--- src/rtl/ccd_pkg.sv ---
// Shared types and constants for the burst producer.
// Holds the data-mode and FSM encodings plus LFSR tap masks.
package ccd_pkg;

    typedef enum logic [1:0] {
        ZERO = 2'b00,
        RAND = 2'b01,
        INCR = 2'b10,
        ONES = 2'b11
    } mode_e;

    typedef enum logic [1:0] {
        S_IDLE  = 2'b00,
        S_WRITE = 2'b01,
        S_GAP   = 2'b10,
        S_DONE  = 2'b11
    } state_e;

    localparam logic [7:0]  LFSR_TAPS_8  = 8'hB8;
    localparam logic [15:0] LFSR_TAPS_16 = 16'hB400;
    localparam logic [31:0] LFSR_TAPS_32 = 32'h8020_0003;

    // Galois feedback mask for a given word width
    function automatic logic [31:0] lfsr_taps(input int width);
        case (width)
            16:      return 32'(LFSR_TAPS_16);
            32:      return LFSR_TAPS_32;
            default: return 32'(LFSR_TAPS_8);
        endcase
    endfunction

endpackage

--- src/rtl/lfsr_gen.sv ---
// Next-word generator for the burst producer.
// Produces the word that follows i_word in the selected mode.
module lfsr_gen
    import ccd_pkg::*;
#(
    parameter int P_DATA_WIDTH = 8
) (
    input  mode_e                   i_mode,
    input  logic [P_DATA_WIDTH-1:0] i_word,
    output logic [P_DATA_WIDTH-1:0] o_next
);

    localparam logic [P_DATA_WIDTH-1:0] L_TAPS =
        P_DATA_WIDTH'(lfsr_taps(P_DATA_WIDTH));

    logic [P_DATA_WIDTH-1:0] w_shift;

    assign w_shift = i_word >> 1;

    // Select successor word by mode (right-shift Galois LFSR for RAND)
    always_comb begin
        o_next = '0;
        unique case (i_mode)
            ZERO: o_next = '0;
            ONES: o_next = '1;
            INCR: o_next = i_word + P_DATA_WIDTH'(1);
            RAND: o_next = i_word[0] ? (w_shift ^ L_TAPS) : w_shift;
            default: o_next = '0;
        endcase
    end

endmodule

--- src/rtl/burst_producer.sv ---
// Burst producer: writes a configurable burst of words into a FIFO,
// with optional idle gaps, full-flag back-pressure and a running XOR.
module burst_producer
    import ccd_pkg::*;
#(
    parameter int P_DATA_WIDTH = 8,
    parameter int P_MAX_BURST  = 1024,
    parameter int P_IDLE_WIDTH = 4
) (
    input  logic                               PROD_CLK,
    input  logic                               RST_n,
    input  logic                               START,
    input  logic [$clog2(P_MAX_BURST+1)-1:0]   BURST_LEN,
    input  logic [1:0]                         MODE,
    input  logic [P_IDLE_WIDTH-1:0]            WR_IDLE,
    input  logic [P_DATA_WIDTH-1:0]            SEED,
    input  logic                               I_FULL,
    output logic                               O_WR_EN,
    output logic [P_DATA_WIDTH-1:0]            O_DATA,
    output logic                               BUSY,
    output logic                               DONE,
    output logic [$clog2(P_MAX_BURST+1)-1:0]   WORD_CNT,
    output logic [P_DATA_WIDTH-1:0]            CHECKSUM
);

    localparam int L_CW = $clog2(P_MAX_BURST + 1);
    localparam logic [L_CW-1:0] L_MAX = L_CW'(P_MAX_BURST);

    state_e                  r_state;
    state_e                  w_next_state;
    mode_e                   r_mode;
    mode_e                   w_mode_in;
    logic [L_CW-1:0]         r_len;
    logic [L_CW-1:0]         r_cnt;
    logic [L_CW-1:0]         w_len_clamped;
    logic [P_IDLE_WIDTH-1:0] r_idle;
    logic [P_IDLE_WIDTH-1:0] r_gap;
    logic [P_DATA_WIDTH-1:0] r_data;
    logic [P_DATA_WIDTH-1:0] r_csum;
    logic [P_DATA_WIDTH-1:0] w_first;
    logic [P_DATA_WIDTH-1:0] w_next_word;
    logic                    w_start;
    logic                    w_accept;
    logic                    w_last;

    assign w_mode_in     = mode_e'(MODE);
    assign w_start       = (r_state == S_IDLE) && START;
    assign w_accept      = O_WR_EN;
    assign w_last        = (r_cnt + L_CW'(1)) == r_len;
    assign w_len_clamped = (BURST_LEN > L_MAX) ? L_MAX : BURST_LEN;

    assign O_WR_EN  = (r_state == S_WRITE) && !I_FULL;
    assign BUSY     = (r_state == S_WRITE) || (r_state == S_GAP);
    assign DONE     = (r_state == S_DONE);
    assign O_DATA   = r_data;
    assign WORD_CNT = r_cnt;
    assign CHECKSUM = r_csum;

    lfsr_gen #(
        .P_DATA_WIDTH (P_DATA_WIDTH)
    ) u_lfsr_gen (
        .i_mode (r_mode),
        .i_word (r_data),
        .o_next (w_next_word)
    );

    // First word of a burst; an all-zero LFSR seed would lock up, so use 1
    always_comb begin
        w_first = '0;
        unique case (w_mode_in)
            ZERO: w_first = '0;
            ONES: w_first = '1;
            INCR: w_first = SEED;
            RAND: w_first = (SEED == '0) ? P_DATA_WIDTH'(1) : SEED;
            default: w_first = '0;
        endcase
    end

    // FSM state register
    always_ff @(posedge PROD_CLK or negedge RST_n) begin
        if (!RST_n) begin
            r_state <= S_IDLE;
        end else begin
            r_state <= w_next_state;
        end
    end

    // FSM next-state: stall on full, optional gap, one-cycle DONE
    always_comb begin
        w_next_state = r_state;
        case (r_state)
            S_IDLE: begin
                if (START) begin
                    w_next_state = (BURST_LEN == '0) ? S_DONE : S_WRITE;
                end
            end
            S_WRITE: begin
                if (w_accept) begin
                    if (w_last) begin
                        w_next_state = S_DONE;
                    end else if (r_idle != '0) begin
                        w_next_state = S_GAP;
                    end
                end
            end
            S_GAP: begin
                if (r_gap <= P_IDLE_WIDTH'(1)) begin
                    w_next_state = S_WRITE;
                end
            end
            S_DONE: w_next_state = S_IDLE;
            default: w_next_state = S_IDLE;
        endcase
    end

    // Configuration capture, word generation, count and checksum
    always_ff @(posedge PROD_CLK or negedge RST_n) begin
        if (!RST_n) begin
            r_mode <= ZERO;
            r_len  <= '0;
            r_idle <= '0;
            r_gap  <= '0;
            r_cnt  <= '0;
            r_csum <= '0;
            r_data <= '0;
        end else if (w_start) begin
            r_mode <= w_mode_in;
            r_len  <= w_len_clamped;
            r_idle <= WR_IDLE;
            r_cnt  <= '0;
            r_csum <= '0;
            r_data <= w_first;
        end else if (w_accept) begin
            r_cnt  <= r_cnt + L_CW'(1);
            r_csum <= r_csum ^ r_data;
            r_data <= w_next_word;
            r_gap  <= r_idle;
        end else if (r_state == S_GAP) begin
            r_gap  <= r_gap - P_IDLE_WIDTH'(1);
        end
    end

endmodule

--- config.mk ---
export PLATFORM = sky130hd
export DESIGN_NAME = burst_producer
export DESIGN_NICKNAME = d
export VERILOG_FILES = /design/src/rtl/ccd_pkg.sv /design/src/rtl/lfsr_gen.sv /design/src/rtl/burst_producer.sv
export SDC_FILE = /design/constraint.sdc
export NUM_CORES = 1
export LEC_CHECK = 0
export ABC_AREA = 1
export BUFFER_PORTS_ARGS = -buffer_cell sky130_fd_sc_hd__buf_4
export CORE_ASPECT_RATIO = 1.1
export CORE_MARGIN = 10
export CORE_UTILIZATION = 55
export DETAILED_ROUTE_END_ITERATION = 8
export PLACE_DENSITY_LB_ADDON = 0.08
export SLEW_MARGIN = 40
export SYNTH_ARGS = -nofsm -noshare
export SYNTH_HDL_FRONTEND = slang
export SYNTH_SLANG_ARGS = --single-unit
export TNS_END_PERCENT = 50
--- constraint.sdc ---
create_clock -name PROD_CLK -period 1.9 [get_ports PROD_CLK]
set_input_delay 0.475 -clock PROD_CLK [delete_from_list [all_inputs] [get_ports PROD_CLK]]
set_output_delay 0.475 -clock PROD_CLK [all_outputs]
set_load 0.02 [all_outputs]
## After elaboration in Yosys (flattened, before gate mapping)

Cells that the tools add are included.

| word-level totals | value |
|---|---|
| register bits after elaboration | 50 |
| output and inout port bits | 30 |

| cells by class | value |
|---|---|
| $add $sub $neg | 3 |
| order comparisons | 2 |
| equality and inequality tests | 14 |
| muxes and demuxes | 20 |
| bitwise operators | 3 |
| reduce and logical (&&, ||, !) cells | 14 |

Operators by type and width:

| cell | count |
|---|---|
| 8-bit case mux with 4 select lines | 2 |
| 8-bit two-way mux | 6 |
| 11-bit two-way mux | 3 |
| 2-bit equality test (second input constant) | 6 |
| 2-bit two-way mux | 6 |
| 11-bit by 1-bit adder with 11-bit output (second input constant) | 1 |
| 11-bit equality test | 1 |
| 11-bit > comparator (second input constant) | 1 |
| 11-bit logical NOT | 1 |
| 8-bit by 1-bit adder with 8-bit output (second input constant) | 1 |
| 8-bit logical NOT | 1 |
| 4-bit two-way mux | 2 |
| 2-bit case mux with 4 select lines | 1 |
| 8-bit bitwise XOR | 1 |
| 2-bit by 1-bit equality test with 1-bit output (second input constant) | 3 |
| 2-bit logical NOT | 3 |
| 4-bit by 1-bit less-or-equal comparator with 1-bit output (second input constant) | 1 |
| 2-bit != test (second input constant) | 2 |
| 3-bit NOT with 4-bit output | 1 |
| 4-bit AND reduction | 1 |
| 2-bit nonzero test | 2 |
| 4-bit nonzero test | 1 |
| 4-bit by 1-bit subtractor with 4-bit output (second input constant) | 1 |
| 3-bit by 2-bit != test with 1-bit output (second input constant) | 1 |
| other kinds (6) | 7 |

## Depth between registers and ports, before layout

Gate-level depths: netlist (run 1).

| logic depth | value |
|---|---|
| depth in word-level cells | 5 |
| gate-level depth with buffers | 16 |

## By module

From an unflattened synthesis (run 1), not the netlist that was laid out.

| unflattened totals | value |
|---|---|
| cell total of the unflattened synthesis | 440 |
| area, all modules | 3080.5 um^2 |

By module, submodules not included:

| module | instances | cells an instance | area an instance (um^2) |
|---|---|---|---|
| burst_producer | 1 | 376 | 2777.7 |
| lfsr_gen | 1 | 64 | 302.8 |

## Worst setup path before layout (run 1)

Ideal clock, no wire load.

| timing path | value |
|---|---|
| kind | register -> register |
| start point | register r_cnt[0] (netlist: WORD_CNT[0]) |
| end point | register r_state[0] |
| library setup time | 118 ps |
| arrival time | 1704 ps |
| required time | 1782 ps |
| path slack | 78 ps |
| cell stages (with the launch flop) | 12 |
| path buffers | 0 |
| period minus slack after synthesis | 1822 ps |
| cell sequence | dfrtp_1 ha_1 nand2_2 nor2_4 nand2_1 xnor3_1 nor2_1 nand2_1 nand2_2 nand2_2 nand2_1 nand2_1 |

| between the ends | value |
|---|---|
| longest elaborated chain between the ends | 5 |

Ends and longest elaborated chain:

| element | RTL line | source |
|---|---|---|
| from (decl) | burst_producer.sv:34 | `logic [L_CW-1:0] r_cnt;` |
| from (signal assigned) | burst_producer.sv:134 | `r_cnt <= r_cnt + L_CW'(1);` |
| 11-bit by 1-bit adder with 11-bit output * | burst_producer.sv:49 | `assign w_last = (r_cnt + L_CW'(1)) == r_len;` |
| 11-bit equality test * | burst_producer.sv:49 |  |
| 2-bit two-way mux | burst_producer.sv:99 | `if (w_last) begin` |
| 2-bit two-way mux | burst_producer.sv:98 | `if (w_accept) begin` |
| 2-bit case mux with 4 select lines | burst_producer.sv:91 | `case (r_state)` |
| to (signal assigned) | burst_producer.sv:84 | `r_state <= w_next_state;` |
| to (decl) | burst_producer.sv:29 | `state_e r_state;` |

Mark *: on every way between the ends. The rest lies on a longest branch, timed or not. The select of a mux whose other input is x is not followed.
A chain may end at the register's enable or synchronous reset.

## Final worst setup path (run 1)

| timing path | value |
|---|---|
| start point | register r_state[1] |
| end point | output port O_WR_EN |

| between the ends | value |
|---|---|
| longest elaborated chain between the ends | 2 |

Ends and longest elaborated chain:

| element | RTL line | source |
|---|---|---|
| 2-bit by 1-bit equality test with 1-bit output | burst_producer.sv:52 | `assign O_WR_EN = (r_state == S_WRITE) && !I_FULL;` |
| 1-bit logical AND | burst_producer.sv:52 |  |
| to (decl) | burst_producer.sv:18 | `output logic O_WR_EN,` |

Every way passes these cells.

==> run metrics, run 1 <==
outcome=completed; initial core utilization=58.2%; Critical Path End Type=output pin; ant diodes=0; slowest CP cell=dfrtp_1; vias=2913; data arrival time of the worst path=1.35 ns; TritonCTS clock tree=yes; VDD IR-drop max=0.794 mV; post-route ant nets=0; post-route setup slack=0.0763 ns; maximum clock frequency=0.548 GHz; clk_lat worst skew=0.31 ns; All-Layer GR Usage=18.2%; fin crit share=96.0%; DR pass1 iterations=5; dominant synthesized flop cell=dfrtp_1; RSZ-0062 raised after global routing=true; gpl congestion=0.923; Die Y=97.0 um; Vias/cell=5.38; Startpoint Class=register; MaxCap Viol Count=0; total grt overflow=0; leak pwr=1.86 nW; CP delay by family, top=flip-flops; clock buffer depth=2; Iteration-0 DRC Markers=192; normalized max-slew margin=57.4%; Yosys cell types=32; Post-Route WL=7900 um; post-place setup slack=0.0432 ns; # setup viols final=0; clk slew on worst S/H paths=0.09 ns; Placement Cell Area=0.00354 mm^2; Layout Skew=0.0114 ns; Post-Syn Nets=432; drt wl/cell=14.6 um; Slew @ Worst Pin=0.639 ns; final instance area=0.00379 mm^2; synthesized area per cell=7.53 um^2; Clock Root Buffer=clkbuf_8; Post-synth EDFFs=0; Synth-to-Final Area Change=27.8%; Core Area=0.00510 mm^2; max-slew violations=0; num rows=27; Die Area=0.00873 mm^2; Cell Pwr Density=1440 mW/mm^2; # IOs=59; HP Class=in -> async; Synth Warn #=0; global routing's busiest layer=met2; cts hold-fix bufs=0; CP bufs+invs=4; largest fanout on the critical path=6; Seq/Total Area, Yosys=42.2%; nets=506; clock tree sinks=50; met2 Use GR=30.7%; flops & latches, synth=50; CP max stage delay=0.41 ns; # DRC=0; antenna violations before repair=0; port buffer count=58; CTS Buf Count=5; kind of critical path=reg -> out; Filler cells=391; H-Tree Depth=2; Gate Count Post-Synth=394; layout cells sized above 1=25.8%; vias in the first global route=2879; Tmin final=1.82 ns; WP data required=1.42 ns; crit-path cells=inv_2, ha_4, inv_2, nor2_4, buf_6, buf_6; Die X=90.0 um; first-pass GRT wire length=13500 um; Async SR Flop Fraction=100%; Syn Std Cell Area=0.00297 mm^2; grt met1 use=21.8%; final hold violations=0; M3 GR Usage=5.24%; DP Wirelength=5970 um; largest net degree at the start of global routing=51
-- layout make-up --
class	count	area, um^2	share of cell area (%)
Sequential cell	50	1260	33.1
Timing Repair Buffer	75	582	15.3
Tap cell	72	90.1	2.38
Clock buffer	6	82.6	2.18
Clock inverter	2	12.5	0.330
Multi-Input combinational cell	282	1570	41.3
Inverter	54	203	5.35
-- per-layer routing --
metal / vias up / part of all wire, %
met5: - / 0
met1: 1365 / 42
met3: 14 / 7.1
met4: 0 / 1.9
met2: 86 / 49
li1: 1448 / -
-- worst paths after layout --
kind                       depth (start not counted)  slack (ns)                      end               startpoint
setup / recovery                                   6        0.08                  O_WR_EN   r_state[1]$_DFFE_PN0P_
hold / removal                                     1        0.19  WORD_CNT[0]$_DFFE_PN0P_                    RST_n
setup reg to reg                                  14        0.08   r_state[0]$_DFFE_PN0P_  WORD_CNT[0]$_DFFE_PN0P_
hold reg to reg                                    1        0.47  CHECKSUM[5]$_DFFE_PN0P_  CHECKSUM[5]$_DFFE_PN0P_
max in group asynchronous                          1        1.26    O_DATA[0]$_DFFE_PN0P_                    RST_n
min in group PROD_CLK                              3        0.37    r_idle[1]$_DFFE_PN0P_               WR_IDLE[1]
-- placed cells by master (no fill, tap or decap), drive strengths merged, types with 2 or more instances in the layout --
master and count:
o211ai 2, inv 53, o22ai 7, nand3 36, a21oi 12, clkinv 2
nand2 89, xor2 7, a31oi 6, a22o 2, dfrtp 50, nor3 5
xnor2 4, nor4 3, o21ai 54, nand4 2, nor2 38, clkbuf 6
ha 9, buf 75
-- cells in the mapped netlist, types with 6 or more instances --
library cell / count / area (um^2)
nand3_1: 33 / 165
ha_1: 9 / 113
a21oi_1: 12 / 60.1
nand2_1: 85 / 319
xor2_1: 7 / 61.3
clkbuf_1: 6 / 22.5
dfrtp_1: 50 / 1250
nor2_1: 34 / 128
o21ai_0: 53 / 265
inv_1: 52 / 195
o22ai_1: 7 / 43.8
a31oi_1: 6 / 37.5
-- sequential cells by signal, summed over array words and instances, names as in the netlist --
name      count
WORD_CNT     11
r_len        11
CHECKSUM      8
O_DATA        8
r_gap         4
r_idle        4
r_mode        2
r_state       2
-- through the flow --
| stage | utilization [%] | hold slack, ns | cells | power (W) | setup TNS [ns] |
|---|---|---|---|---|---|
| detailed placement | 69.4 | 0.456 | 527 | 0.00460 | 0 |
| finish | 74.3 | 0.186 | 541 | 0.00547 | 0 |
| global placement | 69.4 | 0.452 | 527 | 0.00453 | 0 |
| CTS | 71.9 | 0.205 | 536 | 0.00531 | 0 |
| floorplan | - | 0.179 | 394 | 0.00363 | 0 |
| global route | 74.3 | 0.222 | 541 | 0.00596 | -0.122 |
-- logic make-up after synthesis --
family                   count (synthesis)  synth area share (%)
AND/OR/NAND/NOR                        174                  25.9
XOR/XNOR                                12                  4.01
adder cells (fa/ha/maj)                  9                  3.80
AO/OA/AOI/OAI                           87                  16.2
flip-flops                              50                  42.2
buffers and inverters                   62                  7.93
-- power by group --
group / switching (W) / leakage, nW / internal, W
clock: 0.000368 / 0.0472 / 0.000293
sequential: 0.000403 / 0.632 / 0.00149
combinational: 0.00170 / 1.18 / 0.00121
total: 0.00248 / 1.86 / 0.00300
-- worst register-to-register path, cell delays in order (launching register included) --
cell and delay (ns):
dfrtp_1 0.41, buf_6 0.14, nand3_4 0.09, nor2_4 0.20, nand2_1 0.09, nand2_2 0.09
nand3_2 0.05, nand2_1 0.06, nand2_1 0.05, nor2_2 0.15, nand2_1 0.09, nand2_2 0.10
nand2_2 0.07, nand2_1 0.08, nand2_1 0.05
-- timing repair --
action	in CTS	in global routing
pin swaps	1	14
resized for setup	6	34
buffers inserted	1	5
endpoints found under the hold margin	0	0
setup endpoints to repair	1	24
gates cloned	0	0
No activity file was read; power rests on OpenSTA's default activity.
==> run 2, diff against run 1 <==
Settings changed: PLACE_DENSITY set to 0.8, PLACE_DENSITY_LB_ADDON 0.08 to unset.
==> run metrics, run 2 (synthesis gave the netlist of run 1 again) <==
DP Wirelength=6150 um; reg2reg path depth=14; Tmin final=1.88 ns; VDD IR-drop max=0.937 mV; Vias/cell=5.61; WP data required=1.42 ns; largest fanout on the critical path=3; Placement Cell Area=0.00354 mm^2; normalized max-slew margin=56.4%; TritonCTS clock tree=yes; Worst R2R Setup Slack=0.04 ns; Clock Root Buffer=clkbuf_8; Die X=90.0 um; largest net degree at the start of global routing=51; crit-path cells=inv_2, ha_2, inv_2, nor2_2, buf_6, buf_4; All-Layer GR Usage=18.5%; most used cell, CP=inv_2; Setup TNS=0 ns; Critical Path End Type=output pin; RR Startpoint=WORD_CNT[1]$_DFFE_PN0P_; commonest non-fill, non-tap cell in the layout=nand2_1; most frequent cells in the layout=nand2_1, buf_4, o21ai_0, dfrtp_1, inv_1; maximum clock frequency=0.531 GHz; Startpoint Class=register; # IOs=59; fin crit share=99.1%; data arrival time of the worst path=1.41 ns; clock tree sinks=50; Iteration-0 DRC Markers=274; antenna violations before repair=0; Filler cells=402; first-pass GRT wire length=13700 um; kind of critical path=reg -> out; Hold WS=0.174 ns; Worst setup endpoint=O_WR_EN; Crit Reg-Reg Endpoint=r_state[0]$_DFFE_PN0P_; drt wl/cell=15.5 um; HP Class=in -> async; outcome=completed; Die Area=0.00873 mm^2; Post-Route WL=8370 um; DR pass1 iterations=5; post-place setup slack=0.0236 ns; H-Tree Depth=2; slowest CP cell=dfrtp_1; final instance area=0.00375 mm^2; Slew @ Worst Pin=0.654 ns; final hold violations=0; clk slew on worst S/H paths=0.10 ns; layout cells sized above 1=23.8%; Core Area=0.00510 mm^2; Synth-to-Final Area Change=26.5%; Register Area=0.00125 mm^2; total grt overflow=0; leak pwr=1.86 nW; RSZ-0062 raised after global routing=true; CTS Buf Count=5; CP max stage delay=0.41 ns; initial core utilization=58.2%; clock buffer depth=2; nets=504; Cell Pwr Density=1500 mW/mm^2; # setup viols final=0; crit path from=r_state[1]$_DFFE_PN0P_; Die Y=97.0 um; post-route ant nets=0; area of the multi-input gates=0.00154 mm^2; port buffer count=58; vias=3024; max-slew violations=0; # DRC=0; ant diodes=0; num rows=27; clk_lat worst skew=0.31 ns; total power=0.00563 W; cts hold-fix bufs=0; post-route setup slack=0.0165 ns; vias in the first global route=3021; gpl congestion=0.950; MaxCap Viol Count=0; Layout Skew=0.00453 ns
==> run 2: critical path, delay by kind of cell, from the launching register on <==
kind	cells	cell delay (ns)
fa+ha+maj	1	0.20
buf+inv	4	0.39
flops	1	0.41
simple gates	1	0.11
==> run 2: where the power goes <==
| part | internal, W | switching [W] | total, W |
|---|---|---|---|
| Clock | 0.000402 | 0.000393 | 0.000795 |
| Sequential | 0.00149 | 0.000413 | 0.00190 |
| Combinational | 0.00119 | 0.00175 | 0.00294 |
==> run 2: stage by stage <==
| stage | instances | util [%] |
|---|---|---|
| finish | 539 | 73.6 |
| global route | 539 | 73.6 |
| CTS | 538 | 72.3 |
| detailed placement | 527 | 69.4 |
| global placement | 527 | 69.4 |
| floorplan | 394 | - |
==> run 2: worst min path at each step <==
stage,slack [ns],to,from,depth (start not counted)
final,0.17,r_len[7]$_DFFE_PN0P_,RST_n,1
after global routing,0.22,r_len[7]$_DFFE_PN0P_,RST_n,1
after CTS,0.20,WORD_CNT[7]$_DFFE_PN0P_,RST_n,1
after detailed placement,0.46,CHECKSUM[3]$_DFFE_PN0P_,CHECKSUM[3]$_DFFE_PN0P_,1
after global placement,0.45,CHECKSUM[7]$_DFFE_PN0P_,CHECKSUM[7]$_DFFE_PN0P_,1
after floorplan,0.18,CHECKSUM[0]$_DFFE_PN0P_,RST_n,0
==> run 2: timing repair <==
item | in CTS | in global routing
setup buffers | 3 | 1
pin swaps | 1 | 4
resized for setup | 4 | 22
setup endpoints to repair | 3 | 20
==> run 2: metal layers <==
| layer | up-vias | routed length (um) | GRT usage, % | part of all wire (%) |
|---|---|---|---|---|
| met2 | 131 | 4280 | 32.7 | 51 |
| met4 | 0 | 123 | 5.60 | 1.5 |
| met5 | - | 0 | 0 | 0 |
| met3 | 18 | 542 | 3.24 | 6.5 |
| li1 | 1436 | - | - | - |
| met1 | 1439 | 3430 | 22.2 | 41 |
==> run 2: layout make-up <==
| cell class | instances | area share [%] |
|---|---|---|
| inverter | 54 | 5.40 |
| clock buffer | 5 | 1.83 |
| timing repair buffer | 73 | 14.8 |
| multi-input combinational | 282 | 40.9 |
| sequential | 50 | 33.4 |
| tap | 72 | 2.40 |
| clock inverter | 3 | 1.27 |
==> run 3, diff against run 2 <==
Settings changed: MAX_ROUTING_LAYER set to met4.
==> run metrics, run 3 (synthesis gave the netlist of run 1 again) <==
data arrival time of the worst path=1.39 ns; outcome=completed; nets=507; M3 GR Usage=3.47%; Worst setup endpoint=O_WR_EN; clock tree sinks=50; Post-Route WL=8070 um; MaxCap Viol Count=0; Iteration-0 DRC Markers=187; clock buffer depth=2; antenna violations before repair=0; Worst R2R Setup Slack=0.08 ns; vias=2923; Core Area=0.00510 mm^2; post-route ant nets=0; Synth-to-Final Area Change=27.3%; RSZ-0062 raised after global routing=true; ant diodes=0; num rows=27; largest fanout on the critical path=6; Hold WS=0.182 ns; layout cells sized above 1=24.1%; Crit Reg-Reg Endpoint=r_state[0]$_DFFE_PN0P_; fin crit share=98.3%; largest net degree at the start of global routing=51; Die Area=0.00873 mm^2; DR pass1 iterations=5; VDD IR-drop max=0.821 mV; # IOs=59; Cell Pwr Density=1450 mW/mm^2; commonest non-fill, non-tap cell in the layout=nand2_1; port buffer count=58; Critical Path End Type=output pin; leak pwr=1.86 nW; Placement Cell Area=0.00355 mm^2; TritonCTS clock tree=yes; total power=0.00549 W; global routing's busiest layer=met2; first-pass GRT wire length=12900 um; final instance area=0.00378 mm^2; clk_lat worst skew=0.31 ns; H-Tree Depth=2; maximum clock frequency=0.535 GHz; # DRC=0; CTS Buf Count=5; vias in the first global route=2806; Slew @ Worst Pin=0.638 ns; grt met1 use=21.5%; Tmin final=1.87 ns; initial core utilization=58.2%; Setup TNS=0 ns; Startpoint Class=register; reg2reg path depth=14; crit path from=r_state[0]$_DFFE_PN0P_; Final Core Density=74.0%; total grt overflow=0; drt wl/cell=15.0 um; RR Startpoint=WORD_CNT[0]$_DFFE_PN0P_; max-slew violations=0; # setup viols final=0; Clock Root Buffer=clkbuf_8; All-Layer GR Usage=18.1%; cts hold-fix bufs=0; most frequent cells in the layout=nand2_1, buf_4, o21ai_0, inv_1, dfrtp_1; Vias/cell=5.41; DP Wirelength=6170 um; Die Y=97.0 um; Layout Skew=0.00873 ns; normalized max-slew margin=57.5%; HP Class=in -> async; kind of critical path=reg -> out; Die X=90.0 um; gpl congestion=0.963; met2 Use GR=30.0%; WP data required=1.42 ns; clk slew on worst S/H paths=0.09 ns; final hold violations=0
-- run 3: changes by cell type in the layout (fill, tap and decap cells not counted), sizes merged --
cell and change:
clkbuf +1, buf +3, inv -3, bufinv -1, clkinv +1
-- run 3: how the worst min path moves through the flow --
stage / end / slack, ns
floorplan: CHECKSUM[0]$_DFFE_PN0P_ / 0.18
global placement: CHECKSUM[7]$_DFFE_PN0P_ / 0.45
detailed placement: CHECKSUM[5]$_DFFE_PN0P_ / 0.46
CTS: O_DATA[5]$_DFFE_PN0P_ / 0.21
global route: WORD_CNT[3]$_DFFE_PN0P_ / 0.22
finish: r_len[7]$_DFFE_PN0P_ / 0.18
-- run 3: layout make-up --
class / instances / area (um^2)
fillers: 396 / 1330
inverters: 54 / 205
repair buffers: 76 / 582
clock buffers: 6 / 82.6
multi-input cells: 282 / 1560
well taps: 72 / 90.1
flip-flops and latches: 50 / 1250
-- run 3: timing repair --
action / in CTS / in global routing
pin swaps: 0 / 9
endpoints found under the setup margin: 1 / 10
buffers inserted: 2 / 4
gates resized for setup: 5 / 26
-- run 3: power by group --
part           total, W  internal, W  leakage, nW  switching [W]
logic           0.00297      0.00123         1.19        0.00174
registers       0.00189      0.00148        0.633       0.000406
clock network  0.000634     0.000282       0.0431       0.000352
total           0.00549      0.00300         1.86        0.00249
-- run 3: through the flow --
step | setup WS, ns | std cells
floorplan | 0.0782 | 394
global placement | 0.156 | 528
detailed placement | 0.0768 | 528
CTS | 0.0227 | 536
global route | -0.0522 | 540
finish | 0.0318 | 540
-- run 3: layer usage --
metal / wire [um] / part of all wire, %
met1: 3400 / 42
met2: 4140 / 51
met4: 126 / 1.6
met3: 413 / 5.1
met5: 0 / 0
-- run 3: worst max-delay path: stages, from the launching register on --
cell,delay (ns)
dfrtp_1,0.39
buf_4,0.16
ha_4,0.17
inv_4,0.06
nor2_4,0.04
buf_6,0.12
buf_4,0.15
